$ cat src/rtl/bin_to_seg_digits_if.sv
// Display-value bus between a value producer and bin_to_seg_digits.
// master drives the value and the load request; slave returns status and segment patterns.
interface bin_to_seg_digits_if #(
   parameter int CONV_BITS = 14
);
   logic [CONV_BITS-1:0] value_i;
   logic                 load_i;
   logic                 busy_o;
   logic                 done_o;
   logic [6:0]           seg_a_o;
   logic [6:0]           seg_b_o;
   logic [6:0]           seg_c_o;
   logic [6:0]           seg_d_o;

   modport master (
      output value_i, load_i,
      input  busy_o, done_o, seg_a_o, seg_b_o, seg_c_o, seg_d_o
   );

   modport slave (
      input  value_i, load_i,
      output busy_o, done_o, seg_a_o, seg_b_o, seg_c_o, seg_d_o
   );
endinterface

$ cat src/rtl/bin_to_seg_digits.sv
// Binary-to-four-digit 7-segment converter using a one-bit-per-clock double-dabble engine.
// Define LEADING_ZERO_BLANK_EN to blank leading zero digits (units digit is always shown).
//
// state  | meaning
// IDLE   | waiting for load_i; segment outputs hold the last result
// SHIFT  | one add-3/shift step per clock, CONV_BITS steps in total
// UPDATE | encode BCD (or dashes on overflow) into segments, pulse done_o
module bin_to_seg_digits #(
   parameter int CONV_BITS = 14,
   parameter int MAX_VALUE = 9999
) (
   input  logic             clk_25MHz,
   input  logic             reset_n,
   bin_to_seg_digits_if.slave bus
);
   localparam int                   CW      = $clog2(CONV_BITS);
   localparam logic [CONV_BITS-1:0] MAX_V   = CONV_BITS'(MAX_VALUE);
   localparam logic [6:0]           SEG_DASH  = 7'h3F;
   localparam logic [6:0]           SEG_BLANK = 7'h7F;

   typedef enum logic [1:0] {ST_IDLE, ST_SHIFT, ST_UPDATE} state_t;

   state_t               state_q, state_d;
   logic [CONV_BITS-1:0] bin_q, bin_d;
   logic [15:0]          bcd_q, bcd_d, bcd_adj;
   logic [CW-1:0]        cnt_q, cnt_d;
   logic                 ovf_q, ovf_d;
   logic                 busy_q, busy_d;
   logic                 done_q, done_d;
   logic [6:0]           seg_a_q, seg_a_d, seg_b_q, seg_b_d;
   logic [6:0]           seg_c_q, seg_c_d, seg_d_q, seg_d_d;
   logic                 blank_a, blank_b, blank_c;

   function automatic logic [6:0] seg_of(input logic [3:0] nib);
      case (nib)
         4'd0:    seg_of = 7'h40;
         4'd1:    seg_of = 7'h79;
         4'd2:    seg_of = 7'h24;
         4'd3:    seg_of = 7'h30;
         4'd4:    seg_of = 7'h19;
         4'd5:    seg_of = 7'h12;
         4'd6:    seg_of = 7'h02;
         4'd7:    seg_of = 7'h78;
         4'd8:    seg_of = 7'h00;
         4'd9:    seg_of = 7'h10;
         default: seg_of = SEG_BLANK;
      endcase
   endfunction

   // Add-3 is confined to each nibble; carries never propagate between digits.
   always_comb begin
      bcd_adj = bcd_q;
      for (int i = 0; i < 4; i++) begin
         if (bcd_q[4*i +: 4] >= 4'd5)
            bcd_adj[4*i +: 4] = bcd_q[4*i +: 4] + 4'd3;
      end
   end

   always_comb begin
      blank_a = 1'b0;
      blank_b = 1'b0;
      blank_c = 1'b0;
`ifdef LEADING_ZERO_BLANK_EN
      blank_a = (bcd_q[15:12] == 4'd0);
      blank_b = blank_a && (bcd_q[11:8] == 4'd0);
      blank_c = blank_b && (bcd_q[7:4] == 4'd0);
`else
`endif
   end

   always_comb begin
      state_d = state_q;
      bin_d   = bin_q;
      bcd_d   = bcd_q;
      cnt_d   = cnt_q;
      ovf_d   = ovf_q;
      busy_d  = busy_q;
      done_d  = 1'b0;
      seg_a_d = seg_a_q;
      seg_b_d = seg_b_q;
      seg_c_d = seg_c_q;
      seg_d_d = seg_d_q;
      case (state_q)
         ST_IDLE: begin
            if (bus.load_i) begin
               bin_d   = bus.value_i;
               bcd_d   = '0;
               cnt_d   = CW'(CONV_BITS - 1);
               ovf_d   = (bus.value_i > MAX_V);
               busy_d  = 1'b1;
               state_d = ST_SHIFT;
            end
         end
         ST_SHIFT: begin
            bcd_d = {bcd_adj[14:0], bin_q[CONV_BITS-1]};
            bin_d = {bin_q[CONV_BITS-2:0], 1'b0};
            if (cnt_q == '0)
               state_d = ST_UPDATE;
            else
               cnt_d = cnt_q - CW'(1);
         end
         ST_UPDATE: begin
            if (ovf_q) begin
               seg_a_d = SEG_DASH;
               seg_b_d = SEG_DASH;
               seg_c_d = SEG_DASH;
               seg_d_d = SEG_DASH;
            end else begin
               seg_a_d = blank_a ? SEG_BLANK : seg_of(bcd_q[15:12]);
               seg_b_d = blank_b ? SEG_BLANK : seg_of(bcd_q[11:8]);
               seg_c_d = blank_c ? SEG_BLANK : seg_of(bcd_q[7:4]);
               seg_d_d = seg_of(bcd_q[3:0]);
            end
            done_d  = 1'b1;
            busy_d  = 1'b0;
            state_d = ST_IDLE;
         end
         default: state_d = ST_IDLE;
      endcase
   end

   always_ff @(posedge clk_25MHz or negedge reset_n) begin
      if (!reset_n) begin
         state_q <= ST_IDLE;
         bin_q   <= '0;
         bcd_q   <= '0;
         cnt_q   <= '0;
         ovf_q   <= 1'b0;
         busy_q  <= 1'b0;
         done_q  <= 1'b0;
         seg_a_q <= SEG_BLANK;
         seg_b_q <= SEG_BLANK;
         seg_c_q <= SEG_BLANK;
         seg_d_q <= SEG_BLANK;
      end else begin
         state_q <= state_d;
         bin_q   <= bin_d;
         bcd_q   <= bcd_d;
         cnt_q   <= cnt_d;
         ovf_q   <= ovf_d;
         busy_q  <= busy_d;
         done_q  <= done_d;
         seg_a_q <= seg_a_d;
         seg_b_q <= seg_b_d;
         seg_c_q <= seg_c_d;
         seg_d_q <= seg_d_d;
      end
   end

   assign bus.busy_o  = busy_q;
   assign bus.done_o  = done_q;
   assign bus.seg_a_o = seg_a_q;
   assign bus.seg_b_o = seg_b_q;
   assign bus.seg_c_o = seg_c_q;
   assign bus.seg_d_o = seg_d_q;
endmodule

$ cat src/flat_wrapper.sv
// flat-port wrapper written by rule: the top's interface ports become plain ports
module bin_to_seg_digits_flat 
#(
   parameter int CONV_BITS = 14,
   parameter int MAX_VALUE = 9999
)
  (clk_25MHz, reset_n, bus_value_i, bus_load_i, bus_busy_o, bus_done_o, bus_seg_a_o, bus_seg_b_o, bus_seg_c_o, bus_seg_d_o);
  bin_to_seg_digits_if #(.CONV_BITS(CONV_BITS)) bus_i ();
  input  logic clk_25MHz;
  input  logic reset_n;
  input wire logic [$bits(bus_i.value_i)-1:0] bus_value_i;
  input wire logic [$bits(bus_i.load_i)-1:0] bus_load_i;
  output wire logic [$bits(bus_i.busy_o)-1:0] bus_busy_o;
  output wire logic [$bits(bus_i.done_o)-1:0] bus_done_o;
  output wire logic [$bits(bus_i.seg_a_o)-1:0] bus_seg_a_o;
  output wire logic [$bits(bus_i.seg_b_o)-1:0] bus_seg_b_o;
  output wire logic [$bits(bus_i.seg_c_o)-1:0] bus_seg_c_o;
  output wire logic [$bits(bus_i.seg_d_o)-1:0] bus_seg_d_o;
  assign bus_i.value_i = bus_value_i;
  assign bus_i.load_i = bus_load_i;
  assign bus_busy_o = bus_i.busy_o;
  assign bus_done_o = bus_i.done_o;
  assign bus_seg_a_o = bus_i.seg_a_o;
  assign bus_seg_b_o = bus_i.seg_b_o;
  assign bus_seg_c_o = bus_i.seg_c_o;
  assign bus_seg_d_o = bus_i.seg_d_o;
  bin_to_seg_digits #(.CONV_BITS(CONV_BITS), .MAX_VALUE(MAX_VALUE)) u_core (.clk_25MHz(clk_25MHz), .reset_n(reset_n), .bus(bus_i));
endmodule
$ cat config.mk
export PLATFORM = sky130hd
export DESIGN_NAME = bin_to_seg_digits_flat
export DESIGN_NICKNAME = d
export VERILOG_FILES = /design/src/rtl/bin_to_seg_digits_if.sv /design/src/rtl/bin_to_seg_digits.sv /design/src/flat_wrapper.sv
export SDC_FILE = /design/constraint.sdc
export NUM_CORES = 1
export LEC_CHECK = 0
export CAP_MARGIN = 25
export CORE_ASPECT_RATIO = 1.4
export CORE_MARGIN = 2
export CORE_UTILIZATION = 42
export CTS_BUF_LIST = sky130_fd_sc_hd__clkbuf_8 sky130_fd_sc_hd__clkbuf_16
export DETAILED_ROUTE_END_ITERATION = 8
export MAX_ROUTING_LAYER = met4
export PLACE_DENSITY_LB_ADDON = 0.1
export SETUP_SLACK_MARGIN = 0.15
export SKIP_CTS_REPAIR_TIMING = 1
export SLEW_MARGIN = 20
export SYNTH_ARGS = -nofsm -noshare
export SYNTH_HDL_FRONTEND = slang
export SYNTH_SLANG_ARGS = --single-unit
$ cat constraint.sdc
create_clock -name clk_25MHz -period 1.4 [get_ports clk_25MHz]
set_input_delay 0.28 -clock clk_25MHz [delete_from_list [all_inputs] [get_ports clk_25MHz]]
set_output_delay 0.28 -clock clk_25MHz [all_outputs]
set_load 0.01 [all_outputs]
==> results of run 1 <==
-- cells in the mapped netlist (all sizes together) (2+ instances only) --
master | n | area share
xnor2 | 5 | 0.012
or3 | 4 | 0.0067
o211ai | 3 | 0.0060
o21bai | 2 | 0.0040
a21oi | 38 | 0.054
nand2b | 10 | 0.019
nor3 | 4 | 0.0083
buf | 19 | 0.037
nor2 | 45 | 0.047
o22ai | 4 | 0.0067
inv | 20 | 0.021
nand2 | 45 | 0.047
o311ai | 6 | 0.014
and2 | 13 | 0.022
a22o | 4 | 0.0093
o21ai | 39 | 0.052
a31oi | 18 | 0.030
ha | 25 | 0.083
dfrtp | 39 | 0.26
o22a | 10 | 0.023
clkbuf | 5 | 0.0076
nand3 | 5 | 0.0067
dfstp | 28 | 0.20
nor3b | 4 | 0.011
-- state kept, by name (all words and copies together), names as in the netlist --
register            count
u_core.bcd_q           16
u_core.bin_q           14
u_core.bus.busy_o       1
u_core.bus.done_o       1
u_core.bus.seg_a_o      7
u_core.bus.seg_b_o      7
u_core.bus.seg_c_o      7
u_core.bus.seg_d_o      7
u_core.cnt_q            4
u_core.ovf_q            1
u_core.state_q          2
-- worst max-delay path: stages, from the launching register on --
cell,delay [ns]
dfrtp_1,0.38
inv_2,0.11
ha_4,0.15
nand2b_4,0.13
a21oi_4,0.06
or3_1,0.39
o311ai_2,0.08
-- power by group through the flow --
stage	combinational, mW	clock [mW]	sequential, mW
floorplan	4.05	0	3.74
global placement	6.00	0	3.69
detailed placement	6.14	0	3.73
CTS	6.17	2.26	3.71
global route	9.02	2.36	4.06
finish	8.31	2.22	3.93
-- area by class of cell --
type | instances | area, um2 | area share
clock buffers | 10 | 239.0 | 0.03997
clock inverters | 6 | 50.05 | 0.008370
inverters | 20 | 92.59 | 0.01548
multi-input cells | 293 | 2546 | 0.4258
flip-flops and latches | 67 | 1723 | 0.2881
well taps | 105 | 131.4 | 0.02197
repair buffers | 117 | 1197 | 0.2003
-- per-layer routing --
layer / routed length [um] / global-route usage
met1: 4058 / 0.2262
met2: 5714 / 0.3579
met3: 259 / 0.03989
met4: 205 / 0.07419
met5: 0 / -
-- cells by family (layout without fill, tap and decap cells) --
group	Yosys count	in the layout	share of synthesized area
xor+xnor	6	6	0.01397
flops	67	67	0.4549
simple gates	132	132	0.1706
compound gates	129	129	0.2095
buf+inv	44	153	0.06518
fa+ha+maj	25	25	0.08314
mux	1	1	0.002661
-- metrics by stage --
step	power, mW	setup WS (ns)	hold slack [ns]	cells
3_3_place_gp	9.691	-0.1527	0.3046	572
2_1_floorplan	7.788	0.02877	-0.01559	404
4_1_cts	12.15	-0.3108	-0.05322	588
6_report	14.46	-0.008215	0.4598	618
3_5_place_dp	9.873	-0.2384	0.3015	572
5_1_grt	15.43	-0.06924	0.4726	618
-- path summary, 6_finish.rpt --
check	slack [ns]	to	from	cells past startpoint
max in group asynchronous	0.62	u_core.bus.seg_c_o[6]	reset_n	3
worst min register to register	0.46	u_core.bus.seg_a_o[6]	u_core.bus.seg_a_o[6]	2
min in group asynchronous	0.48	u_core.bcd_q[11]	reset_n	3
worst max-delay path	-0.008	u_core.bcd_q[14]	u_core.bcd_q[13]	6
worst max register to register	-0.008	u_core.bcd_q[14]	u_core.bcd_q[13]	6
worst min-delay path	0.46	u_core.bus.seg_a_o[6]	u_core.bus.seg_a_o[6]	2
==> impl_metrics.yaml, run 1 <==
status:
  status: "finished with violations"
  violations: "setup timing"
placed_design:
  port_buffers: 46
  placed_cell_area_um2: 4745
  dp_hpwl_um: 6391
  place.gp.congestion: 0.8257
die:
  die_y_um: 116.0
  core_area_um2: 8658
  start_util: 0.4345
  io_pins: 47
  die_w_um: 83.99
  dieArea_um2: 9742
  num_rows: 40
synth:
  ys_ff_latch: 67
  yosysUniqueCellTypes: 46
  synth-edff-count: 0
  syn_inst: 404
  syn_area_per_cell_um2: 9.313
  syn_area_um2: 3762
  ys_seq_area_frac: 0.4549
  synth_nets: 446
  ys.flop_type: "dfrtp_1"
  async_reset_ff_frac: 1.000
  yosysWarnings: 0
grt:
  grt_overflow: 0
  grt_max_degree: 47
  gr-usage-all-layers: 0.2019
  grt_pass1_vias: 3290
  grt_pass1_wl_um: 15280
  antenna_found_initial: 0
sta:
  setup_viol: 1
  final.setup_skew_ns: 0.005160
  period_needed_ns: 1.408
  clock.fmax_mhz: 710.1
  rsz0062_at_grt: "true"
  hold_viol: 0
  final_max_slew_viol_count: 0
  setup-tns-final_ns: -0.008215
  slew_headroom: 0.7061
  worst_pin_slew_ns: 0.4408
  post-route-period-util: 1.006
  worst_slack_ns: -0.008215
power_and_ir_drop:
  p_sw_mw: 5.702
  leakage_nw: 2.560
  max-vdd-ir-drop_v: 0.001296
  p_per_area_nw_per_um2: 2418
  power_frac_clock: 0.154
  p_int_mw: 8.757
  switching_share: 0.3944
  combPwrFrac: 0.575
  seqPwrFrac: 0.272
drt:
  dr.pass1.iters: 4
  wl_um: 10240
  vias_per_cell: 5.408
  ant_nets: 0
  wire_per_inst_um: 16.57
  first_iter_violations: 177
  via_count: 3342
  drc: 0
setup_path:
  arrival_ns: 1.64
  end_kind: "register"
  crit_required_ns: 1.63
  critPathLaunchType: "register"
  crit_fanout: 3
  path_class: "register to register"
layout:
  mostFrequentLayoutCells: "buf_6, buf_4, nor2_1, dfrtp_1, dfstp_2"
  drive_above_1_share: 0.5361
  utilization: 0.6906
  fill_cells: 635
  antenna_cells: 0
  nets: 550
  area_growth_pct: 58.93
  stdcell_area_um2: 5979
  final_common_cell: "buf_6"
clock_network:
  clock-root-buffer: "clkbuf_16"
  clk_latency_ns: 0.33
  cts_buffer_depth: 2
  clkTransAtPathRegs_ns: 0.05
  clock_sinks: 67
  cts_tree: "built"
  htreeDepth: 3
  cts_buffers: 9
job:
  drv_cap: 0
hold_path:
  hold_path.class: "register to register"
Power figures use the tool's default switching activity.
==> run 2: changes to the inputs <==
--- a/config.mk
+++ b/config.mk
@@ -8,7 +8,7 @@
 export CAP_MARGIN = 25
 export CORE_ASPECT_RATIO = 1.4
 export CORE_MARGIN = 2
-export CORE_UTILIZATION = 42
+export CORE_UTILIZATION = 30
 export CTS_BUF_LIST = sky130_fd_sc_hd__clkbuf_8 sky130_fd_sc_hd__clkbuf_16
 export DETAILED_ROUTE_END_ITERATION = 8
 export MAX_ROUTING_LAYER = met4
==> impl_metrics.yaml, run 2 (synthesis results as in run 1) <==
sta:
  worst_pin_slew_ns: 0.3874
  hold_slack_ns: -0.03342
  post-route-period-util: 1.008
  final_max_slew_viol_count: 0
  rsz0062_at_grt: "true"
  worst_slack_ns: -0.01189
  setup_viol: 1
  slew_headroom: 0.7417
  final.setup_skew_ns: 0.006608
  period_needed_ns: 1.412
  hold_viol: 23
  clock.fmax_mhz: 708.3
layout:
  utilization: 0.4939
  nets: 561
  fill_cells: 1114
  area_growth_pct: 61.62
  largestRegisters: "u_core.bcd_q (16), u_core.bin_q (14)"
  mostFrequentLayoutCells: "buf_6, buf_4, nor2_1, nand2_1, dfrtp_1"
  top_register: "u_core.bcd_q"
  final_common_cell: "buf_6"
  antenna_cells: 0
  largest_reg_flops: 16
  drive_above_1_share: 0.5057
grt:
  grt_pass1_wl_um: 15470
  grt_overflow: 0
  antenna_found_initial: 0
  grt_pass1_vias: 3161
  grt_max_degree: 68
  gr-usage-all-layers: 0.1507
setup_path:
  critical_path_cell_count: 7
  path_delay_family: "simple AND/OR/NAND/NOR gates"
  path_class: "register to register"
  crit_end: "u_core.bcd_q[2]"
  arrival_ns: 1.65
  reg2reg_depth: 7
  slowest_stage: "dfrtp_1"
  crit_fanout: 3
  crit-reg2reg-launch: "u_core.bcd_q[1]"
  critPathLaunchType: "register"
  critical-path-max-stage-delay_ns: 0.39
  crit_required_ns: 1.64
  reg2reg_to: "u_core.bcd_q[2]"
  end_kind: "register"
  critPathBufInv: 2
  rrSetupSlack_ns: -0.01
  crit_chain: "inv_2 -> ha_4 -> nand2b_4 -> buf_6 -> a21oi_4 -> or3_1 -> o311ai_2"
  startpoint: "u_core.bcd_q[1]"
die:
  dieArea_um2: 13470
  start_util: 0.3056
  io_pins: 47
  die_y_um: 136.5
  num_rows: 48
  core_area_um2: 12310
  die_w_um: 98.65
clock_network:
  clock-root-buffer: "clkbuf_16"
  cts_buffer_depth: 2
  cts_tree: "built"
  htreeDepth: 3
  clk_latency_ns: 0.34
  cts_buffers: 9
  clkTransAtPathRegs_ns: 0.06
  clock_sinks: 67
drt:
  ant_nets: 0
  drc: 0
  dr.pass1.iters: 4
  wire_per_inst_um: 16.07
  first_iter_violations: 149
  via_count: 3362
  wl_um: 10830
  vias_per_cell: 4.988
job:
  drv_cap: 0
placed_design:
  port_buffers: 46
  dp_hpwl_um: 6797
  place.gp.congestion: 0.8157
status:
  status: "finished with violations"
  violations: "hold timing, setup timing"
power_and_ir_drop:
  p_per_area_nw_per_um2: 2361
  leakage_nw: 2.478
  max-vdd-ir-drop_v: 0.0007909
hold_path:
  hold_path.class: "primary input to async pin"
run 2: cell types whose count changed in the layout (fill, tap and decap cells not counted), moves of 3 or more:
cell | before | now
nand2_1 | 27 | 40
nand2_2 | 5 | 2
buf_6 | 47 | 52
a21oi_2 | 21 | 14
buf_8 | 1 | 5
nand2_4 | 13 | 1
o21ai_0 | 1 | 6
o21ai_2 | 12 | 7
a21oi_1 | 12 | 19
run 2: where the power goes:
| part | internal [mW] | switching (mW) |
|---|---|---|
| combinational | 4.48 | 4.00 |
| sequential | 2.99 | 0.797 |
| clock | 1.27 | 0.830 |
run 2: area by class of cell:
| class | instances | area (um2) | share of cell area |
|---|---|---|---|
| multi-input cells | 294 | 2494 | 0.4101 |
| flip-flops and latches | 67 | 1724 | 0.2835 |
| repair buffers | 125 | 1271 | 0.2091 |
| clock buffers | 11 | 252.7 | 0.04156 |
| well taps | 150 | 187.7 | 0.03086 |
| inverters | 20 | 107.6 | 0.01770 |
| repair inverters | 2 | 22.52 | 0.003704 |
| clock inverters | 5 | 21.27 | 0.003498 |
run 2: how the worst min path moves through the flow:
| stage | startpoint | end | slack [ns] | cells past startpoint |
|---|---|---|---|---|
| global route | reset_n | u_core.bus.done_o | 0.005 | 2 |
| CTS | reset_n | u_core.bcd_q[9] | -0.02 | 2 |
| floorplan | reset_n | u_core.bcd_q[0] | -0.02 | 0 |
| finish | reset_n | u_core.bcd_q[6] | -0.03 | 2 |
| detailed placement | reset_n | u_core.bcd_q[9] | 0.34 | 2 |
| global placement | reset_n | u_core.bcd_q[8] | 0.34 | 2 |
run 2: worst register-to-register path: cells and delay by family (launching register included):
family,cells,cell delay (ns)
AO/OA/AOI/OAI,2,0.12
flip-flops,1,0.39
buffers and inverters,2,0.21
adder cells (fa/ha/maj),1,0.14
AND/OR/NAND/NOR,2,0.46
run 2: layer usage:
metal | routed length [um] | track usage | vias up
met5 | 0 | - | -
met4 | 178 | 0.06088 | 0
met3 | 311 | 0.02605 | 14
met2 | 5723 | 0.2638 | 58
met1 | 4619 | 0.1711 | 1644
li1 | - | - | 1646
run 2: metrics by stage:
step / power [mW] / cell area, um2 / worst slack [ns] / cells / TNS (ns)
floorplan: 7.788 / 3995 / 0.02877 / 404 / 0
global placement: 9.946 / 4848 / -0.1613 / 625 / -1.648
detailed placement: 10.04 / 4848 / -0.1801 / 625 / -1.686
CTS: 12.21 / 5122 / -0.3128 / 641 / -8.110
global route: 15.41 / 6081 / -0.07598 / 674 / -0.3177
finish: 14.36 / 6081 / -0.01189 / 674 / -0.01189
